`src/rtl/divider_remainder_engine.sv`:
```
// Restoring shift-subtract divider: one quotient bit per clock behind a start/busy/done handshake.
// Define DIV_SIGNED_EN for two's-complement signed division (adds one FIX cycle after ITER).
module divider_remainder_engine #(
    parameter int WIDTH = 32,
    parameter int CNT_W = 6
) (
    input  logic             clk,
    input  logic             Reset,
    input  logic             start,
    input  logic [WIDTH-1:0] dividend_in,
    input  logic [WIDTH-1:0] divisor_in,
    output logic             divisor_wr,
    output logic             busy,
    output logic             done,
    output logic [WIDTH-1:0] quotient,
    output logic [WIDTH-1:0] remainder,
    output logic             div_by_zero
);

    typedef enum logic [2:0] {
        S_IDLE,
        S_LOAD,
        S_ITER,
        S_FIX,
        S_DONE
    } state_e;

    state_e           state_q;
    logic [WIDTH-1:0] hi_q;
    logic [WIDTH-1:0] lo_q;
    logic [WIDTH-1:0] dreg_q;
    logic [CNT_W-1:0] count_q;
    logic             zero_q;

    logic [WIDTH-1:0] dividend_abs;
    logic [WIDTH-1:0] divisor_abs;

`ifdef DIV_SIGNED_EN
    logic nsign_q;
    logic dsign_q;

    assign dividend_abs = lo_q[WIDTH-1] ? -lo_q : lo_q;
    assign divisor_abs  = divisor_in[WIDTH-1] ? -divisor_in : divisor_in;
`else
    assign dividend_abs = lo_q;
    assign divisor_abs  = divisor_in;
`endif

    // The partial remainder is WIDTH+1 bits; when it is >= dreg the true
    // difference fits in WIDTH bits, so the low WIDTH bits of the subtraction suffice.
    logic [WIDTH:0]   partial;
    logic             trial_ge;
    logic [WIDTH-1:0] trial_diff;
    logic [WIDTH-1:0] hi_d;
    logic [WIDTH-1:0] lo_d;

    assign partial    = {hi_q, lo_q[WIDTH-1]};
    assign trial_ge   = partial >= {1'b0, dreg_q};
    assign trial_diff = partial[WIDTH-1:0] - dreg_q;

    // NOTE: always_comb assigns every output on every path, so no latch can be inferred.
    always_comb begin
        hi_d = partial[WIDTH-1:0];
        lo_d = {lo_q[WIDTH-2:0], trial_ge};
        if (trial_ge) begin
            hi_d = trial_diff;
        end
    end

    always_ff @(posedge clk) begin
        if (Reset) begin
            // NOTE: sequential state uses non-blocking assignments so every register samples pre-edge values.
            state_q     <= S_IDLE;
            hi_q        <= '0;
            lo_q        <= '0;
            dreg_q      <= '0;
            count_q     <= '0;
            zero_q      <= 1'b0;
            divisor_wr  <= 1'b0;
            busy        <= 1'b0;
            done        <= 1'b0;
            quotient    <= '0;
            remainder   <= '0;
            div_by_zero <= 1'b0;
`ifdef DIV_SIGNED_EN
            nsign_q     <= 1'b0;
            dsign_q     <= 1'b0;
`endif
        end else begin
            done <= 1'b0;
            case (state_q)
                S_IDLE: begin
                    if (start) begin
                        lo_q        <= dividend_in;
                        hi_q        <= '0;
                        count_q     <= '0;
                        div_by_zero <= 1'b0;
                        divisor_wr  <= 1'b1;
                        busy        <= 1'b1;
                        state_q     <= S_LOAD;
                    end
                end

                S_LOAD: begin
                    divisor_wr <= 1'b0;
`ifdef DIV_SIGNED_EN
                    nsign_q    <= lo_q[WIDTH-1];
                    dsign_q    <= divisor_in[WIDTH-1];
`endif
                    if (divisor_in == '0) begin
                        // Skip the iterations; the raw dividend becomes the remainder.
                        dreg_q  <= '0;
                        lo_q    <= '1;
                        hi_q    <= lo_q;
                        zero_q  <= 1'b1;
                        busy    <= 1'b0;
                        state_q <= S_DONE;
                    end else begin
                        dreg_q  <= divisor_abs;
                        lo_q    <= dividend_abs;
                        zero_q  <= 1'b0;
                        state_q <= S_ITER;
                    end
                end

                S_ITER: begin
                    hi_q    <= hi_d;
                    lo_q    <= lo_d;
                    count_q <= count_q + CNT_W'(1);
                    if (count_q == CNT_W'(WIDTH - 1)) begin
`ifdef DIV_SIGNED_EN
                        state_q <= S_FIX;
`else
                        busy    <= 1'b0;
                        state_q <= S_DONE;
`endif
                    end
                end

                S_FIX: begin
`ifdef DIV_SIGNED_EN
                    // MIN / -1 falls out naturally: |MIN|/1 negated wraps back to MIN.
                    lo_q <= (nsign_q ^ dsign_q) ? -lo_q : lo_q;
                    hi_q <= nsign_q ? -hi_q : hi_q;
`endif
                    busy    <= 1'b0;
                    state_q <= S_DONE;
                end

                S_DONE: begin
                    quotient    <= lo_q;
                    remainder   <= hi_q;
                    div_by_zero <= zero_q;
                    done        <= 1'b1;
                    state_q     <= S_IDLE;
                end

                default: begin
                    busy       <= 1'b0;
                    divisor_wr <= 1'b0;
                    state_q    <= S_IDLE;
                end
            endcase
        end
    end

endmodule
```
`config.mk`:
```
export PLATFORM = sky130hd
export DESIGN_NAME = divider_remainder_engine
export DESIGN_NICKNAME = d
export VERILOG_FILES = /design/src/rtl/divider_remainder_engine.sv
export SDC_FILE = /design/constraint.sdc
export NUM_CORES = 1
export LEC_CHECK = 0
export CELL_PAD_IN_SITES_DETAIL_PLACEMENT = 0
export CELL_PAD_IN_SITES_GLOBAL_PLACEMENT = 2
export CORE_ASPECT_RATIO = 2
export CORE_MARGIN = 1.5
export CORE_UTILIZATION = 34
export DETAILED_ROUTE_END_ITERATION = 10
export PLACE_DENSITY = 0.84
export SLEW_MARGIN = 20
export SYNTH_ARGS = -nofsm -noshare
export SYNTH_HDL_FRONTEND = slang
export SYNTH_SLANG_ARGS = --single-unit
```
`constraint.sdc`:
```
create_clock -name clk -period 7.4 [get_ports clk]
set_input_delay 1.48 -clock clk [delete_from_list [all_inputs] [get_ports clk]]
set_output_delay 1.48 -clock clk [all_outputs]
set_load 0.02 [all_outputs]
```
==> After elaboration in Yosys (flattened, before gate mapping) <==
Index checks and enable logic that the tools add are counted.
{ "classes": {"n_reduce_logical": 12, "magnitude_cmp": 1, "bitwise_logic": 2, "mux": 23, "n_eq_ne": 8, "addsub": 2} }
{ "ops": {"columns": ["cell", "n"], "rows": [
  ["$mux W32", 6],
  ["$pmux W32 S3", 2],
  ["$ge A33 B32 Y1", 1],
  ["$logic_not A32 Y1", 1],
  ["$sub A32 B32 Y32", 1],
  ["$pmux W3 S4", 1],
  ["$pmux W6 S2", 1],
  ["$mux W3", 3],
  ["$reduce_and A2 Y1", 4],
  ["$add A6 B1 Y6 const B", 1],
  ["$eq A3 B2 Y1 const B", 2],
  ["$eq A6 B5 Y1 const B", 1],
  ["$mux W1", 6],
  ["$mux W6", 1],
  ["$ne A2 B2 Y1 const B", 3],
  ["$pmux W1 S2", 2],
  ["$pmux W1 S4", 1],
  ["$reduce_and A4 Y1", 1],
  ["$reduce_bool A2 Y1", 2],
  ["$eq A3 B1 Y1 const B", 1],
  ["$eq A3 B3 Y1 const B", 1],
  ["$logic_not A3 Y1", 1],
  ["$reduce_and A3 Y1", 1],
  ["$reduce_bool A3 Y1", 1],
  ["2 further kinds", 3]
]} }
{ "word_totals": {"output_inout_bits": 68, "elab_cells": 60, "reg_bits": 174, "in_bits": 67} }

==> Logic depth before layout (Yosys ltp) <==
Gate-level depths: netlist of run 1.
{ "depth": {"word_depth": 4, "depth_mapped": 14} }

==> Worst setup path after synthesis of run 1 <==
No wires, ideal clock.
{ "synth_timing": {"path_kind": "input port to flip-flop", "startpoint": "input divisor_in[25]", "endpoint": "register hi_q[12]", "required_ps": 7266, "stages": 8, "arrival_time_ps": 3208, "path_slack_ps": 4058, "path_cell_list": "nor4_1 > nand4_1 > or3_1 > a211o_1 > clkbuf_1 > clkbuf_1 > a221oi_1 > nor3_1"} }
{ "synth_via": {"elab_chain_cells": 3} }
{ "synth_rtl": {"columns": ["item", "line_no", "source"], "rows": [
  ["start: declaration", "11", "input logic [WIDTH-1:0] divisor_in,"],
  ["$logic_not A32 Y1", "110", "if (divisor_in == '0) begin"],
  ["$ne A2 B2 Y1 (no source line)", null, null],
  ["$reduce_and A3 Y1 (no source line)", null, null],
  ["end signal: assignment", "114", "hi_q <= lo_q;"],
  ["end signal: assignment", "127", "hi_q <= hi_d;"],
  ["end: declaration", "29", "logic [WIDTH-1:0] hi_q;"]
]} }
Every way passes these cells.
A chain may end at the register's enable or synchronous reset.

==> Worst setup path after layout of run 1 <==
{ "layout_timing": {"startpoint": "input divisor_in[24]", "endpoint": "register hi_q[30]"} }
Same word-level chain as after synthesis.

==> impl_metrics.csv, run 1 <==
group,metric,value,unit
grt,overflow,0,
finish,fin_nets,1335,
grt,grt_pass1_wl,48.8,mm
clock_tree,cts_resized,0,
synth,syn-num-nets,1260,
synth,ys_ff_latch,174,
grt,grt_start_max_net_pins,91,
grt,grt_usage,23.4,%
clock_tree,postCtsSetupRepairBufs,0,
synth,synth_edf_count,0,
clock_tree,clkSlewWorstSetupHoldPaths,0.07,ns
critical_path,worstPathMaxFanout,53,
die,die_height,232,um
sta,max_slew.worst_pin.slew,1.01,ns
synth,synth_cell_types,66,
critical_path,r2r_start,"hi_q[9]",
clock_tree,cts_htree_levels,4,
clock_tree,cts_buffers,17,
synth,synth_top_area_share,39.2,%
sta,rsz0062_at_grt,"no",
synth,synth_cells,1159,
sta,hold_viol_final,0,
drt,drt-total-wl,31.7,mm
critical_path,cp.arrival,5.10,ns
drt,ant_nets,0,
worst_hold_path,min_from,"remainder[23]",
worst_hold_path,whs_path_depth,2,
synth,syn_area,8890,um^2
finish,final_cells,1587,
die,start_util,34.7,%
drt,wl_per_cell,20.0,um
die,rows,83,
clock_tree,cts_hold_buf,0,
pwr,p_per_area,313,nW/um^2
placement,hpwl,23.7,mm
grt,grt_pass1_vias,8581,
placement,portBuffers,134,
clock_tree,clockBufferDepth,2,
sta,setup_viol,0,
flow_run,maxCapViolations,0,
drt,drt_drc_violations_left,0,
finish,mostFrequentLayoutCell,"nand2_1",
critical_path,cp-startpoint,"divisor_in[24]",
clock_tree,clk_latency,0.45,ns
synth,ys.flop_type,"dfxtp_1",
drt,viasPerCell,5.36,
die,die_w,117,um
finish,layout-drive-gt1-share,5.37,%
die,die_area,27200,um^2
critical_path,worstSetupEndpointType,"flop",
critical_path,crit_required,7.79,ns
clock_tree,cts_root_buf,"clkbuf_16",
synth,syn_avg_cell_area,7.67,um^2
drt,drt_iter0_markers,510,
synth,yosys.area.top_type,"dfxtp_1",
synth,yosys_warnings,0,
finish,syn2layout_area_growth,23.4,%
pwr,leakagePower,3.88,nW
pwr,irDropWorstVdd,192,uV
synth,yosysSeqAreaShare,39.2,%
worst_hold_path,holdPathEnd,"remainder[23]",
drt,vias,8504,
outcome,status,"finished, final reports clean",
critical_path,critPathKind,"in -> reg",
sta,min_period,4.71,ns
sta,fmax,212,MHz
worst_hold_path,hold_path.class,"reg -> reg",
sta,max_slew_margin,32.8,%
finish,n_antenna_cell,0,
clock_tree,cts_tree,"yes",
sta,setup_tns,0,ns
drt,dr.pass1.iters,5,
sta,finClkSkew,0.0111,ns
critical_path,worst-r2r-cell-count,10,
die,ioPinCount,135,
critical_path,r2r_slack,3.62,ns
placement,dp_cells,1555,
clock_tree,cts.sinks,174,
critical_path,start_kind,"primary input",
finish,layout_common_cells,"260 x nand2_1, 186 x a21oi_1, 174 x dfxtp_1, 133 x clkdlybuf4s50_1, 68 x nor2_1",
critical_path,reg2reg_to,"hi_q[4]",
sta,fin_crit_sh,63.7,%
placement,gp_congestion,0.895,
synth,synth-async-reset-ratio,0,%
grt,antenna_found_initial,0,
synth,yosys-top-cells-area,"dfxtp_1 39%, nand2_1 11%, a21oi_1 10%, ha_1 4.6%, o221ai_1 3.1%",
sta,slew_violations,0,
finish,fin_util,42.8,%
die,coreArea,25700,um^2
## registers in the layout, summed over array words and instances, names as in the netlist
name and count:
state_q 3, dreg_q 32, div_by_zero 1, count_q 6
zero_q 1, quotient 32, done 1, hi_q 32
busy 1, remainder 32, divisor_wr 1, dividend_abs 32
## worst max-delay path by stage
stage                     slack (ns)       end
after detailed placement        2.29  hi_q[30]
after global placement          2.26  hi_q[30]
after CTS                       2.74  hi_q[30]
final                           2.69  hi_q[30]
after global routing            2.56  hi_q[30]
after floorplan                 4.06  hi_q[12]
## metal layers
layer	global-route usage, %	wire, um	vias up
met4	12.7	1490	0
met3	4.32	1000	68
met1	23.9	11900	4023
met5	0	0	-
li1	-	-	4226
met2	44.5	17200	187
## power by group
group	switching (W)	internal (W)	total, W
Combinational	0.000829	0.000531	0.00136
Sequential	0.000139	0.00102	0.00116
Clock	0.000406	0.000510	0.000916
Total	0.00137	0.00206	0.00344
## worst max-delay path, stage by stage
cell	delay (ns)
clkdlybuf4s50_1	0.48
nor4_1	0.75
nand4_1	0.30
or3_1	0.48
a211oi_4	0.66
buf_12	0.32
nor2_1	0.07
a311oi_1	0.26
o31ai_1	0.11
a21oi_1	0.14
## Yosys cell counts (all sizes together), types with 2 or more instances
| cell | n |
|---|---|
| nand2 | 262 |
| a21oi | 188 |
| dfxtp | 174 |
| nor2 | 68 |
| clkbuf | 66 |
| inv | 42 |
| ha | 33 |
| o221ai | 31 |
| a211oi | 29 |
| nor3 | 28 |
| buf | 23 |
| a31oi | 20 |
| o21ai | 20 |
| a21o | 18 |
| nand3 | 15 |
| xnor2 | 15 |
| nand4 | 11 |
| xor2 | 11 |
| nor4 | 9 |
| nand2b | 8 |
| a221oi | 7 |
| a211o | 6 |
| a311oi | 5 |
| and2 | 5 |
| and3 | 5 |
| and4 | 5 |
| mux2 | 5 |
| o211ai | 5 |
| o21a | 5 |
| o21bai | 5 |
| or3 | 5 |
| mux2i | 4 |
| nor2b | 4 |
| a21boi | 3 |
| nor4b | 2 |
| o2111ai | 2 |
| o31ai | 2 |
## stage by stage
step | area [um^2] | total power [W] | hold WS [ns] | setup slack (ns)
floorplan | 8890 | 0.00215 | 0.432 | 4.06
global placement | 10400 | 0.00253 | 0.442 | 2.26
detailed placement | 10400 | 0.00252 | 0.448 | 2.29
CTS | 11000 | 0.00345 | 0.456 | 2.74
global route | 11000 | 0.00363 | 0.471 | 2.56
finish | 11000 | 0.00344 | 0.454 | 2.69
## layout make-up
| type | count | area (um^2) |
|---|---|---|
| Fill cell | 2720 | 14700 |
| Timing Repair Buffer | 145 | 1430 |
| Sequential cell | 174 | 3480 |
| Tap cell | 340 | 425 |
| Clock buffer | 20 | 447 |
| Inverter | 42 | 158 |
| Multi-Input combinational cell | 854 | 4890 |
| Clock inverter | 12 | 134 |
## cell families after synthesis
logic type      after synthesis  synth area share [%]
fa+ha+maj                    34                  4.87
xor+xnor                     26                  2.56
mux                           9                  1.17
compound gates              355                  25.3
buf+inv                     131                  6.12
simple gates                430                  20.8
flops                       174                  39.2
Power figures use the tool's default switching activity.
==> run 2: changes to the inputs <==
--- a/config.mk
+++ b/config.mk
@@ -9,9 +9,9 @@
 export CELL_PAD_IN_SITES_GLOBAL_PLACEMENT = 2
 export CORE_ASPECT_RATIO = 2
 export CORE_MARGIN = 1.5
-export CORE_UTILIZATION = 34
+export CORE_UTILIZATION = 28
 export DETAILED_ROUTE_END_ITERATION = 10
-export PLACE_DENSITY = 0.84
+export PLACE_DENSITY = 0.74
 export SLEW_MARGIN = 20
 export SYNTH_ARGS = -nofsm -noshare
 export SYNTH_HDL_FRONTEND = slang
==> constraint.sdc (replaced) <==
create_clock -name clk -period 4.2 [get_ports clk]
set_input_delay 0.84 -clock clk [delete_from_list [all_inputs] [get_ports clk]]
set_output_delay 0.84 -clock clk [all_outputs]
set_load 0.02 [all_outputs]
==> impl_metrics.csv, run 2 (synthesis results as in run 1) <==
group,metric,value,unit
finish,fin_util,35.9,%
clock_tree,cts_tree,"yes",
clock_tree,cts_root_buf,"clkbuf_16",
sta,fmax,272,MHz
sta,setup_viol,0,
critical_path,start_kind,"primary input",
critical_path,cp.arrival,4.05,ns
clock_tree,postCtsSetupRepairBufs,0,
placement,portBuffers,134,
grt,overflow,0,
pwr,leakagePower,4.01,nW
die,rows,92,
clock_tree,clockBufferDepth,2,
grt,grt_pass1_wl,51.5,mm
drt,vias,8663,
die,die_w,129,um
sta,worst_slack,0.527,ns
finish,syn2layout_area_growth,27.0,%
clock_tree,cts_resized,0,
sta,hold_viol_final,0,
drt,drt-total-wl,33.4,mm
die,ioPinCount,135,
critical_path,worstSetupEndpointType,"flop",
finish,fin_nets,1356,
drt,dr.pass1.iters,5,
clock_tree,cts.sinks,174,
clock_tree,cts_buffers,17,
placement,gp_congestion,0.880,
pwr,switchingPower,0.00245,W
finish,fill_cells,3317,
worst_hold_path,hold_path.class,"reg -> reg",
pwr,seqPwrFrac,32.4,%
grt,grt_start_max_net_pins,84,
pwr,p_comb_share,40.2,%
sta,max_slew.worst_pin.slew,1.03,ns
placement,hpwl,25.5,mm
clock_tree,clkSlewWorstSetupHoldPaths,0.07,ns
die,start_util,28.3,%
outcome,status,"finished, final reports clean",
sta,max_slew_margin,31.5,%
drt,ant_nets,0,
die,die_area,32900,um^2
clock_tree,cts_htree_levels,4,
critical_path,crit_required,4.57,ns
critical_path,worstPathMaxFanout,8,
die,die_height,255,um
placement,dp_slack,-0.0154,ns
drt,drt_iter0_markers,464,
sta,timing.hold.ws,0.455,ns
pwr,p_per_area,556,nW/um^2
drt,drt_drc_violations_left,0,
sta,fin_crit_sh,87.5,%
flow_run,maxCapViolations,0,
pwr,internal-power,0.00382,W
drt,viasPerCell,5.13,
die,coreArea,31400,um^2
clock_tree,clk_latency,0.45,ns
finish,layout-drive-gt1-share,6.79,%
pwr,irDropWorstVdd,275,uV
sta,finClkSkew,0.00842,ns
sta,min_period,3.67,ns
pwr,clock_power_share,27.3,%
sta,rsz0062_at_grt,"no",
pwr,swShare,39.1,%
clock_tree,cts_hold_buf,0,
finish,mostFrequentLayoutCell,"nand2_1",
grt,antenna_found_initial,0,
grt,grt_pass1_vias,8885,
finish,layout_common_cells,"260 x nand2_1, 186 x a21oi_1, 174 x dfxtp_1, 133 x clkdlybuf4s50_1, 68 x nor2_1",
sta,slew_violations,0,
drt,wl_per_cell,19.8,um
critical_path,critPathKind,"in -> reg",
finish,n_antenna_cell,0,
grt,grt_usage,20.9,%
==> run 2: worst max-delay path: stages <==
cell             delay, ns
clkdlybuf4s50_1       0.44
nor4_1                0.73
nand4_1               0.26
buf_4                 0.21
or3_1                 0.40
a211oi_4              0.44
buf_4                 0.21
nor2_1                0.04
a311o_1               0.30
a31oi_1               0.16
==> run 2: per-stage QoR <==
stage | setup TNS [ns] | total power (W) | instance area (um^2) | instances
global placement | 0 | 0.00458 | 10700 | 1659
CTS | 0 | 0.00632 | 11300 | 1689
floorplan | 0 | 0.00378 | 8890 | 1159
global route | 0 | 0.00666 | 11300 | 1689
finish | 0 | 0.00628 | 11300 | 1689
detailed placement | -0.0205 | 0.00457 | 10700 | 1659
==> run 2: layer usage <==
metal  wire length, um  global-route usage (%)  vias up  part of all wire (%)
met5                 0                       0        -                     0
met4              1250                    9.76        0                   3.7
li1                  -                       -     4260                     -
met1             12500                    21.7     4177                    37
met3               954                    3.05       52                   2.9
met2             18700                    40.2      174                    56
==> run 2: power by group through the flow <==
stage               clock network (W)  logic [W]  registers, W
detailed placement                  0    0.00250       0.00208
CTS                           0.00176    0.00252       0.00204
global placement                    0    0.00250       0.00208
global route                  0.00184    0.00277       0.00205
finish                        0.00172    0.00253       0.00203
floorplan                           0    0.00182       0.00196
==> run 2: final timing paths <==
check / end / from / cells past startpoint / slack, ns
worst max register to register: hi_q[25] / hi_q[11] / 11 / 0.71
worst max-delay path: hi_q[19] / divisor_in[24] / 10 / 0.53
worst min-delay path: remainder[13] / remainder[13] / 2 / 0.46
worst min register to register: remainder[13] / remainder[13] / 2 / 0.46
==> run 2: area by class of cell <==
type	instances	area [um^2]	area share (%)
inverters	42	158	1.40
flip-flops and latches	174	3480	30.8
clock buffers	21	460	4.08
clock inverters	9	159	1.41
well taps	423	529	4.69
repair buffers	166	1620	14.3
multi-input cells	854	4890	43.3
